`src/rtl/branch_predict_unit_if.sv`:
```
// ============================================================================
//  Module   : branch_predict_unit_if
//  Purpose  : Fetch-lookup, execute-resolve and redirect signals of the
//             branch predict unit, with pipeline (master) and unit (slave) views.
//  Revision : 1.0  initial release
// ============================================================================
`default_nettype none

interface branch_predict_unit_if;
  logic [31:0] f_pc;
  logic        f_pred_taken;
  logic [31:0] f_pred_target;

  logic        r_valid;
  logic [3:0]  r_mode;
  logic [31:0] r_pc;
  logic [15:0] r_offset;
  logic [25:0] r_jump_addr;
  logic [31:0] r_jreg_addr;
  logic        r_zero;
  logic        r_neg;
  logic        r_pos;
  logic        r_pred_taken;
  logic [31:0] r_pred_target;

  logic        redirect;
  logic [31:0] redirect_pc;
  logic [31:0] stat_branches;
  logic [31:0] stat_mispredicts;

  modport master (
    output f_pc, r_valid, r_mode, r_pc, r_offset, r_jump_addr, r_jreg_addr,
           r_zero, r_neg, r_pos, r_pred_taken, r_pred_target,
    input  f_pred_taken, f_pred_target, redirect, redirect_pc,
           stat_branches, stat_mispredicts
  );

  modport slave (
    input  f_pc, r_valid, r_mode, r_pc, r_offset, r_jump_addr, r_jreg_addr,
           r_zero, r_neg, r_pos, r_pred_taken, r_pred_target,
    output f_pred_taken, f_pred_target, redirect, redirect_pc,
           stat_branches, stat_mispredicts
  );
endinterface

`default_nettype wire

```
`src/rtl/branch_predict_unit.sv`:
```
// ============================================================================
//  Module   : branch_predict_unit
//  Purpose  : Direct-mapped 2-bit branch predictor with target table; resolves
//             branches/jumps in execute and issues a registered redirect.
//             Optional statistics counters enabled by macro BRANCH_STATS_EN.
//  Revision : 1.0  initial release
// ============================================================================
`default_nettype none

module branch_predict_unit #(
  parameter int         ENTRIES  = 64,
  parameter logic [1:0] CTR_INIT = 2'b01
) (
  input logic                 clk,
  input logic                 rst,
  branch_predict_unit_if.slave bus
);

  localparam int IDX_W = $clog2(ENTRIES);

  localparam logic [3:0] c_mode_beq  = 4'h1;
  localparam logic [3:0] c_mode_bgez = 4'h2;
  localparam logic [3:0] c_mode_bgtz = 4'h3;
  localparam logic [3:0] c_mode_blez = 4'h4;
  localparam logic [3:0] c_mode_bltz = 4'h5;
  localparam logic [3:0] c_mode_bne  = 4'h6;
  localparam logic [3:0] c_mode_bc1t = 4'h7;
  localparam logic [3:0] c_mode_bc1f = 4'h8;
  localparam logic [3:0] c_mode_j    = 4'h9;
  localparam logic [3:0] c_mode_jr   = 4'hA;

  logic [1:0]         r_ctr [ENTRIES];
  logic [31:0]        r_tgt [ENTRIES];
  logic [ENTRIES-1:0] r_vld;
  logic               r_redirect;
  logic [31:0]        r_redirect_pc;

  logic [IDX_W-1:0]   w_fidx;
  logic [IDX_W-1:0]   w_ridx;
  logic               w_taken;
  logic               w_jump;
  logic               w_update;
  logic               w_mispredict;
  logic [31:0]        w_br_tgt;
  logic [31:0]        w_act_tgt;
  logic [31:0]        w_fix_pc;
  logic [1:0]         w_ctr_cur;
  logic [1:0]         w_ctr_nxt;
  logic               w_unused_bits;

  // Lookup reads the registered table, so a same-cycle update is not visible.
  assign w_fidx            = bus.f_pc[IDX_W+1:2];
  assign bus.f_pred_taken  = r_vld[w_fidx] & r_ctr[w_fidx][1];
  assign bus.f_pred_target = r_vld[w_fidx] ? r_tgt[w_fidx] : 32'd0;
  assign w_unused_bits     = ^{bus.f_pc[31:IDX_W+2], bus.f_pc[1:0]};

  assign w_ridx    = bus.r_pc[IDX_W+1:2];
  assign w_ctr_cur = r_ctr[w_ridx];
  assign w_br_tgt  = bus.r_pc + {{14{bus.r_offset[15]}}, bus.r_offset, 2'b00};

  always_comb begin
    w_taken = 1'b0;
    w_jump  = 1'b0;
    case (bus.r_mode)
      c_mode_beq:  w_taken = bus.r_zero & ~bus.r_neg & ~bus.r_pos;
      c_mode_bgez: w_taken = (bus.r_zero | bus.r_pos) & ~bus.r_neg;
      c_mode_bgtz: w_taken = bus.r_pos & ~bus.r_zero & ~bus.r_neg;
      c_mode_blez: w_taken = ~bus.r_pos & (bus.r_zero | bus.r_neg);
      c_mode_bltz: w_taken = bus.r_neg & ~bus.r_zero & ~bus.r_pos;
      c_mode_bne:  w_taken = (bus.r_pos | bus.r_neg) & ~bus.r_zero;
      c_mode_bc1t, c_mode_bc1f: w_taken = 1'b0;
      c_mode_j, c_mode_jr: begin
        w_taken = 1'b1;
        w_jump  = 1'b1;
      end
      default: w_taken = 1'b0;
    endcase
    w_taken  = w_taken & bus.r_valid;
    w_update = bus.r_valid & (bus.r_mode >= c_mode_beq) & (bus.r_mode <= c_mode_jr);
  end

  always_comb begin
    w_act_tgt = w_br_tgt;
    if (bus.r_mode == c_mode_j) begin
      w_act_tgt = {bus.r_pc[31:28], bus.r_jump_addr, 2'b00};
    end else if (bus.r_mode == c_mode_jr) begin
      w_act_tgt = bus.r_jreg_addr;
    end
  end

  assign w_mispredict = bus.r_valid &
                        ((w_taken != bus.r_pred_taken) |
                         (w_taken & bus.r_pred_taken & (w_act_tgt != bus.r_pred_target)));
  assign w_fix_pc     = w_taken ? w_act_tgt : (bus.r_pc + 32'd4);

  always_comb begin
    w_ctr_nxt = w_ctr_cur;
    if (w_jump) begin
      w_ctr_nxt = 2'b11;
    end else if (w_taken) begin
      if (w_ctr_cur != 2'b11) w_ctr_nxt = w_ctr_cur + 2'b01;
    end else begin
      if (w_ctr_cur != 2'b00) w_ctr_nxt = w_ctr_cur - 2'b01;
    end
  end

  always_ff @(posedge clk or negedge rst) begin
    if (!rst) begin
      for (int i = 0; i < ENTRIES; i++) begin
        r_ctr[i] <= CTR_INIT;
        r_tgt[i] <= 32'd0;
      end
      r_vld <= '0;
    end else if (w_update) begin
      r_ctr[w_ridx] <= w_ctr_nxt;
      // Not-taken outcomes keep the last known target for this slot.
      if (w_taken) begin
        r_vld[w_ridx] <= 1'b1;
        r_tgt[w_ridx] <= w_act_tgt;
      end
    end
  end

  always_ff @(posedge clk or negedge rst) begin
    if (!rst) begin
      r_redirect    <= 1'b0;
      r_redirect_pc <= 32'd0;
    end else begin
      r_redirect <= w_mispredict;
      if (w_mispredict) r_redirect_pc <= w_fix_pc;
    end
  end

  assign bus.redirect    = r_redirect;
  assign bus.redirect_pc = r_redirect_pc;

`ifdef BRANCH_STATS_EN
  logic [31:0] r_stat_br;
  logic [31:0] r_stat_mis;

  always_ff @(posedge clk or negedge rst) begin
    if (!rst) begin
      r_stat_br  <= 32'd0;
      r_stat_mis <= 32'd0;
    end else begin
      if (w_update)     r_stat_br  <= r_stat_br + 32'd1;
      if (w_mispredict) r_stat_mis <= r_stat_mis + 32'd1;
    end
  end

  assign bus.stat_branches    = r_stat_br;
  assign bus.stat_mispredicts = r_stat_mis;
`else
  assign bus.stat_branches    = 32'd0;
  assign bus.stat_mispredicts = 32'd0;
`endif

endmodule

`default_nettype wire

```
`src/flat_wrapper.sv`:
```
// flat-port wrapper written by rule: the top's interface ports become plain ports
module branch_predict_unit_flat 
#(
  parameter int         ENTRIES  = 64,
  parameter logic [1:0] CTR_INIT = 2'b01
)
  (clk, rst, bus_f_pc, bus_r_valid, bus_r_mode, bus_r_pc, bus_r_offset, bus_r_jump_addr, bus_r_jreg_addr, bus_r_zero, bus_r_neg, bus_r_pos, bus_r_pred_taken, bus_r_pred_target, bus_f_pred_taken, bus_f_pred_target, bus_redirect, bus_redirect_pc, bus_stat_branches, bus_stat_mispredicts);
  branch_predict_unit_if bus_i ();
  input logic clk;
  input logic rst;
  input wire logic [$bits(bus_i.f_pc)-1:0] bus_f_pc;
  input wire logic [$bits(bus_i.r_valid)-1:0] bus_r_valid;
  input wire logic [$bits(bus_i.r_mode)-1:0] bus_r_mode;
  input wire logic [$bits(bus_i.r_pc)-1:0] bus_r_pc;
  input wire logic [$bits(bus_i.r_offset)-1:0] bus_r_offset;
  input wire logic [$bits(bus_i.r_jump_addr)-1:0] bus_r_jump_addr;
  input wire logic [$bits(bus_i.r_jreg_addr)-1:0] bus_r_jreg_addr;
  input wire logic [$bits(bus_i.r_zero)-1:0] bus_r_zero;
  input wire logic [$bits(bus_i.r_neg)-1:0] bus_r_neg;
  input wire logic [$bits(bus_i.r_pos)-1:0] bus_r_pos;
  input wire logic [$bits(bus_i.r_pred_taken)-1:0] bus_r_pred_taken;
  input wire logic [$bits(bus_i.r_pred_target)-1:0] bus_r_pred_target;
  output wire logic [$bits(bus_i.f_pred_taken)-1:0] bus_f_pred_taken;
  output wire logic [$bits(bus_i.f_pred_target)-1:0] bus_f_pred_target;
  output wire logic [$bits(bus_i.redirect)-1:0] bus_redirect;
  output wire logic [$bits(bus_i.redirect_pc)-1:0] bus_redirect_pc;
  output wire logic [$bits(bus_i.stat_branches)-1:0] bus_stat_branches;
  output wire logic [$bits(bus_i.stat_mispredicts)-1:0] bus_stat_mispredicts;
  assign bus_i.f_pc = bus_f_pc;
  assign bus_i.r_valid = bus_r_valid;
  assign bus_i.r_mode = bus_r_mode;
  assign bus_i.r_pc = bus_r_pc;
  assign bus_i.r_offset = bus_r_offset;
  assign bus_i.r_jump_addr = bus_r_jump_addr;
  assign bus_i.r_jreg_addr = bus_r_jreg_addr;
  assign bus_i.r_zero = bus_r_zero;
  assign bus_i.r_neg = bus_r_neg;
  assign bus_i.r_pos = bus_r_pos;
  assign bus_i.r_pred_taken = bus_r_pred_taken;
  assign bus_i.r_pred_target = bus_r_pred_target;
  assign bus_f_pred_taken = bus_i.f_pred_taken;
  assign bus_f_pred_target = bus_i.f_pred_target;
  assign bus_redirect = bus_i.redirect;
  assign bus_redirect_pc = bus_i.redirect_pc;
  assign bus_stat_branches = bus_i.stat_branches;
  assign bus_stat_mispredicts = bus_i.stat_mispredicts;
  branch_predict_unit #(.ENTRIES(ENTRIES), .CTR_INIT(CTR_INIT)) u_core (.clk(clk), .rst(rst), .bus(bus_i));
endmodule
```
`config.mk`:
```
export PLATFORM = sky130hd
export DESIGN_NAME = branch_predict_unit_flat
export DESIGN_NICKNAME = d
export VERILOG_FILES = /design/src/rtl/branch_predict_unit_if.sv /design/src/rtl/branch_predict_unit.sv /design/src/flat_wrapper.sv
export SDC_FILE = /design/constraint.sdc
export NUM_CORES = 2
export LEC_CHECK = 0
export BUFFER_PORTS_ARGS = -buffer_cell sky130_fd_sc_hd__buf_2
export CAP_MARGIN = 20
export CORE_UTILIZATION = 55
export CTS_CLUSTER_SIZE = 12
export DETAILED_ROUTE_END_ITERATION = 8
export GPL_TIMING_DRIVEN = 0
export HOLD_SLACK_MARGIN = 0.15
export PLACE_DENSITY = 0.77
export SETUP_SLACK_MARGIN = 0.1
export SLEW_MARGIN = 0
export SYNTH_ARGS = -nofsm -noshare
export SYNTH_HDL_FRONTEND = slang
export SYNTH_SLANG_ARGS = --single-unit
```
`constraint.sdc`:
```
create_clock -name clk -period 5.4 [get_ports clk]
set_input_delay 0.54 -clock clk [delete_from_list [all_inputs] [get_ports clk]]
set_output_delay 0.54 -clock clk [all_outputs]
set_load 0.03 [all_outputs]
```
==> report_table.html <==
<table>
<tr><th>Metric</th><th>Value</th></tr>
<tr><th colspan="2">Route</th></tr>
<tr><td>Iteration-0 DRC count of the detailed router</td><td>11400</td></tr>
<tr><td>Via density</td><td>roughly 6.5</td></tr>
<tr><td>WL per Instance</td><td>29.6 um</td></tr>
<tr><td>Antenna violation net count after detailed routing</td><td>0</td></tr>
<tr><td>Residual DRC count</td><td>0</td></tr>
<tr><td>WL final</td><td>375000 um</td></tr>
<tr><td>Number of detailed-routing iterations run before antenna repair</td><td>6</td></tr>
<tr><td>Via Count</td><td>83000</td></tr>
<tr><th colspan="2">Global routing</th></tr>
<tr><td>Met2 Use GR</td><td>between 50 and 60%</td></tr>
<tr><td>GR Util met3</td><td>13.0%</td></tr>
<tr><td>Most Crowded Layer GR</td><td>met2</td></tr>
<tr><td>Via count of the first global-routing pass</td><td>81500</td></tr>
<tr><td>Global routing usage summed across all routing layers</td><td>39.7%</td></tr>
<tr><td>Wire length of the first global-routing pass</td><td>547000 um</td></tr>
<tr><td>Maximum number of pins on one net before global-route repair</td><td>185</td></tr>
<tr><td>GR met1 Demand/Resource</td><td>51.1%</td></tr>
<tr><td>Overflow left after global routing</td><td>0</td></tr>
<tr><td>Antenna violations before repair</td><td>44</td></tr>
<tr><th colspan="2">Final layout</th></tr>
<tr><td>Total Nets Final</td><td>10300</td></tr>
<tr><td>Fraction of final layout cells with drive strength greater than 1</td><td>15.0%</td></tr>
<tr><td>Most frequent standard cell in the layout excluding fill and tap cells</td><td>sky130_fd_sc_hd__nand2_1</td></tr>
<tr><td>FILL cells</td><td>14400</td></tr>
<tr><td>Total area of sequential cells</td><td>0.0570 mm^2</td></tr>
<tr><td>Multi-input combinational cell area</td><td>0.0423 mm^2</td></tr>
<tr><td>Commonest cells after routing, fill and taps aside</td><td>sky130_fd_sc_hd__nand2_1 (2325), sky130_fd_sc_hd__o21ai_0 (2213), sky130_fd_sc_hd__dfrtp_1 (2209), sky130_fd_sc_hd__clkbuf_1 (880), sky130_fd_sc_hd__mux4_2 (708)</td></tr>
<tr><td>Area grow syn2layout</td><td>12.6%</td></tr>
<tr><th colspan="2">Power and ir drop</th></tr>
<tr><td>Power consumption</td><td>38.0 mW</td></tr>
<tr><td>PwrDens</td><td>327 mW/mm^2</td></tr>
<tr><td>Peak supply drop</td><td>384 uV</td></tr>
<tr><td>Cell leakage power</td><td>50.8 nW</td></tr>
<tr><th colspan="2">Outcome</th></tr>
<tr><td>Violations in the final reports</td><td>negative setup slack</td></tr>
<tr><td>Status</td><td>complete, but fails checks</td></tr>
<tr><th colspan="2">Flow run</th></tr>
<tr><td>Reported max-cap violation count</td><td>0</td></tr>
<tr><th colspan="2">Logic synthesis</th></tr>
<tr><td>Post-synthesis area per instance</td><td>about 11 um^2</td></tr>
<tr><td>Yosys synthesis warning count</td><td>0</td></tr>
<tr><td>Proportion of synthesized chip area in sequential cells</td><td>55.2%</td></tr>
<tr><td>Number of register bits inferred by synthesis</td><td>2273</td></tr>
<tr><td>Largest area contributor in the netlist</td><td>sky130_fd_sc_hd__dfrtp_1</td></tr>
<tr><td>Synth top area share</td><td>between 50 and 60%</td></tr>
<tr><td>Ranking of synthesized cells by area</td><td>sky130_fd_sc_hd__dfrtp_1 (54%), sky130_fd_sc_hd__mux4_2 (15%), sky130_fd_sc_hd__o21ai_0 (11%)</td></tr>
<tr><td>Number of enable flip-flop cells after synthesis</td><td>0</td></tr>
<tr><td>Post-Synthesis Cell Area</td><td>0.103 mm^2</td></tr>
<tr><td>Unique masters post-synth</td><td>84</td></tr>
<tr><td>Async set-reset flop share out of synthesis</td><td>100%</td></tr>
<tr><td>Gate count after technology mapping</td><td>9457</td></tr>
<tr><td>Synth Flop Type</td><td>sky130_fd_sc_hd__dfrtp_1</td></tr>
<tr><th colspan="2">Setup path</th></tr>
<tr><td>Crit end category</td><td>output pin</td></tr>
<tr><td>Critical Path AT</td><td>4910 ps</td></tr>
<tr><td>Class of the most critical setup path</td><td>in2out</td></tr>
<tr><td>Maximum fanout along the worst path</td><td>10</td></tr>
<tr><td>Element type at the critical path start</td><td>input port</td></tr>
<tr><td>Data required, critical path</td><td>4860 ps</td></tr>
<tr><th colspan="2">Clock tree</th></tr>
<tr><td>Max clock buf depth</td><td>3</td></tr>
<tr><td>Worst-skew pair later-pin latency</td><td>890 ps</td></tr>
<tr><td>Clock tree from TritonCTS</td><td>built</td></tr>
<tr><td>Clock transition at the registers of the reported paths</td><td>60 ps</td></tr>
<tr><td>Root cell of the clock tree</td><td>sky130_fd_sc_hd__clkbuf_16</td></tr>
<tr><td>Cts bufs inserted</td><td>between 200 and 250</td></tr>
<tr><td>Sink Count</td><td>2273</td></tr>
<tr><td>Deepest level of the CTS H-tree</td><td>4</td></tr>
<tr><th colspan="2">Floorplanning</th></tr>
<tr><td>I/O pin count</td><td>around 310</td></tr>
<tr><td>Die Span Y</td><td>between 400 and 500 um</td></tr>
<tr><td>Standard-cell row count</td><td>158</td></tr>
<tr><td>Placeable core region</td><td>0.186 mm^2</td></tr>
<tr><td>Total Die Area</td><td>0.189 mm^2</td></tr>
<tr><td>Starting Density</td><td>between 50 and 60%</td></tr>
<tr><td>Horiz. Die Dim</td><td>435 um</td></tr>
<tr><th colspan="2">STA</th></tr>
<tr><td>Setup repair after global routing missed its margin</td><td>false</td></tr>
<tr><td>Total Neg Setup Slack</td><td>-147 ps</td></tr>
<tr><td>Setup-violating endpoint count in the final report</td><td>10</td></tr>
<tr><td>Share of the cycle needed by the critical path after routing</td><td>101%</td></tr>
<tr><td>Transition time of the tightest slew-check pin</td><td>between 1000 and 1500 ps</td></tr>
<tr><td>Max Slew Vio Count</td><td>0</td></tr>
<tr><td>Maximum clock frequency</td><td>approximately 180 MHz</td></tr>
<tr><td>Skew final</td><td>29.0 ps</td></tr>
<tr><td>Min cycle time layout</td><td>5450 ps</td></tr>
<tr><td>Number of hold-slack violations in the final timing report</td><td>0</td></tr>
<tr><td>Worst setup margin</td><td>-49.1 ps</td></tr>
<tr><td>Relative max-transition margin</td><td>between 10% and 20%</td></tr>
<tr><th colspan="2">Worst hold path</th></tr>
<tr><td>Class of the tightest hold or removal check</td><td>in2reg</td></tr>
<tr><th colspan="2">Placement</th></tr>
<tr><td>Last weighted congestion value of the routability-driven placer</td><td>1.01</td></tr>
<tr><td>Number of buffers inserted by port buffering</td><td>214</td></tr>
<tr><td>Placed wire-length estimate after detailed placement</td><td>287000 um</td></tr>
<tr><td>Pre-CTS worst setup slack</td><td>-1860 ps</td></tr>
</table>
## path summary, 6_finish.rpt
path,end,start,slack (ps),cells after the start
min in group asynchronous,u_core.r_tgt[1796],rst,370,3
worst max-delay path,bus_f_pred_target[27],bus_f_pc[6],-50,8
worst max register to register,u_core.r_ctr[11],u_core.r_ctr[87],1960,11
max in group asynchronous,u_core.r_tgt[702],rst,1590,7
worst min-delay path,u_core.bus.redirect_pc[3],bus_r_pc[3],210,5
worst min register to register,u_core.r_vld[6],u_core.r_vld[6],470,1
## registers in the layout, summed over array words and instances (netlist names)
signal	flops
u_core.r_tgt	2048
u_core.r_vld	64
u_core.bus.redirect_pc	32
u_core.bus.redirect	1
u_core.r_ctr	128
## routing by layer
metal / routed length [um] / up-vias
met5: 262 / -
met4: 28900 / 32
met3: 46600 / 1113
met2: 165000 / 5370
met1: 134000 / 42300
li1: - / 34200
## critical path, cell delays in order
cell	delay (ps)
sky130_fd_sc_hd__clkbuf_2	470
sky130_fd_sc_hd__clkbuf_2	820
sky130_fd_sc_hd__clkbuf_1	630
sky130_fd_sc_hd__clkbuf_1	860
sky130_fd_sc_hd__mux4_2	360
sky130_fd_sc_hd__mux2i_1	140
sky130_fd_sc_hd__a211oi_1	740
sky130_fd_sc_hd__buf_2	330
## metrics by stage
| stage | cells | instance area, um^2 | util, % | hold WS [ps] |
|---|---|---|---|---|
| after floorplan | 9520 | 103000 | - | 244 |
| after global placement | 12200 | 108000 | 57.9 | 444 |
| after detailed placement | 12300 | 109000 | 58.6 | 447 |
| after CTS | 12700 | 116000 | 62.4 | 169 |
| after global routing | 12700 | 116000 | 62.5 | 242 |
| final | 12700 | 116000 | 62.5 | 212 |
## final cells by class
| class | count | area share (%) |
|---|---|---|
| clock buffers | 336 | 5.63 |
| inverters | 25 | 0.0915 |
| well taps | 2480 | 2.67 |
| multi-input cells | 6217 | 36.4 |
| diodes | 13 | 0.0280 |
| clock inverters | 31 | 0.307 |
| flip-flops and latches | 2273 | 49.0 |
| repair buffers | 297 | 2.21 |
| plain buffers | 1004 | 3.61 |
## synth_stat cells (all sizes together), types with 14 or more instances
cell	count
a211oi	18
mux4	708
nor2b	40
mux2i	24
nand4	23
nor3	26
mux2	35
nand2b	78
ha	31
dfrtp	2209
inv	25
a31oi	15
buf	159
and3	27
nand3	82
a22o	14
nand2	2326
a22oi	56
xor2	31
a221oi	15
o21ai	2215
nor2	87
xnor2	29
clkbuf	846
a21oi	99
dfstp	64
## where the power goes
part           internal (mW)  switching (mW)  total [mW]
Sequential              17.6           0.324        17.9
Combinational           1.32            3.60        4.91
Clock                   8.46            6.74        15.2
Total                   27.4            10.7        38.0
## kinds of logic (layout without fill, tap and decap cells)
kind of cell             Yosys count  after routing  synth area share (%)
AO/OA/AOI/OAI                   2535           2535                  12.9
XOR/XNOR                          60             60                 0.509
adder cells (fa/ha/maj)           33             33                 0.405
buffers and inverters           1030           1693                  4.02
flip-flops                      2273           2273                  55.2
multiplexers                     767            767                  16.1
other                              1             77               0.00364
AND/OR/NAND/NOR                 2758           2758                  10.8
## timing repair
item,in CTS,in global routing
hold buffers,4,0
pin swaps,0,1
buffers inserted,0,1
setup endpoints to repair,81,46
hold endpoints to repair,155,0
resized for setup,38,33
cloned,0,0
(Power assumes the default switching activity.)
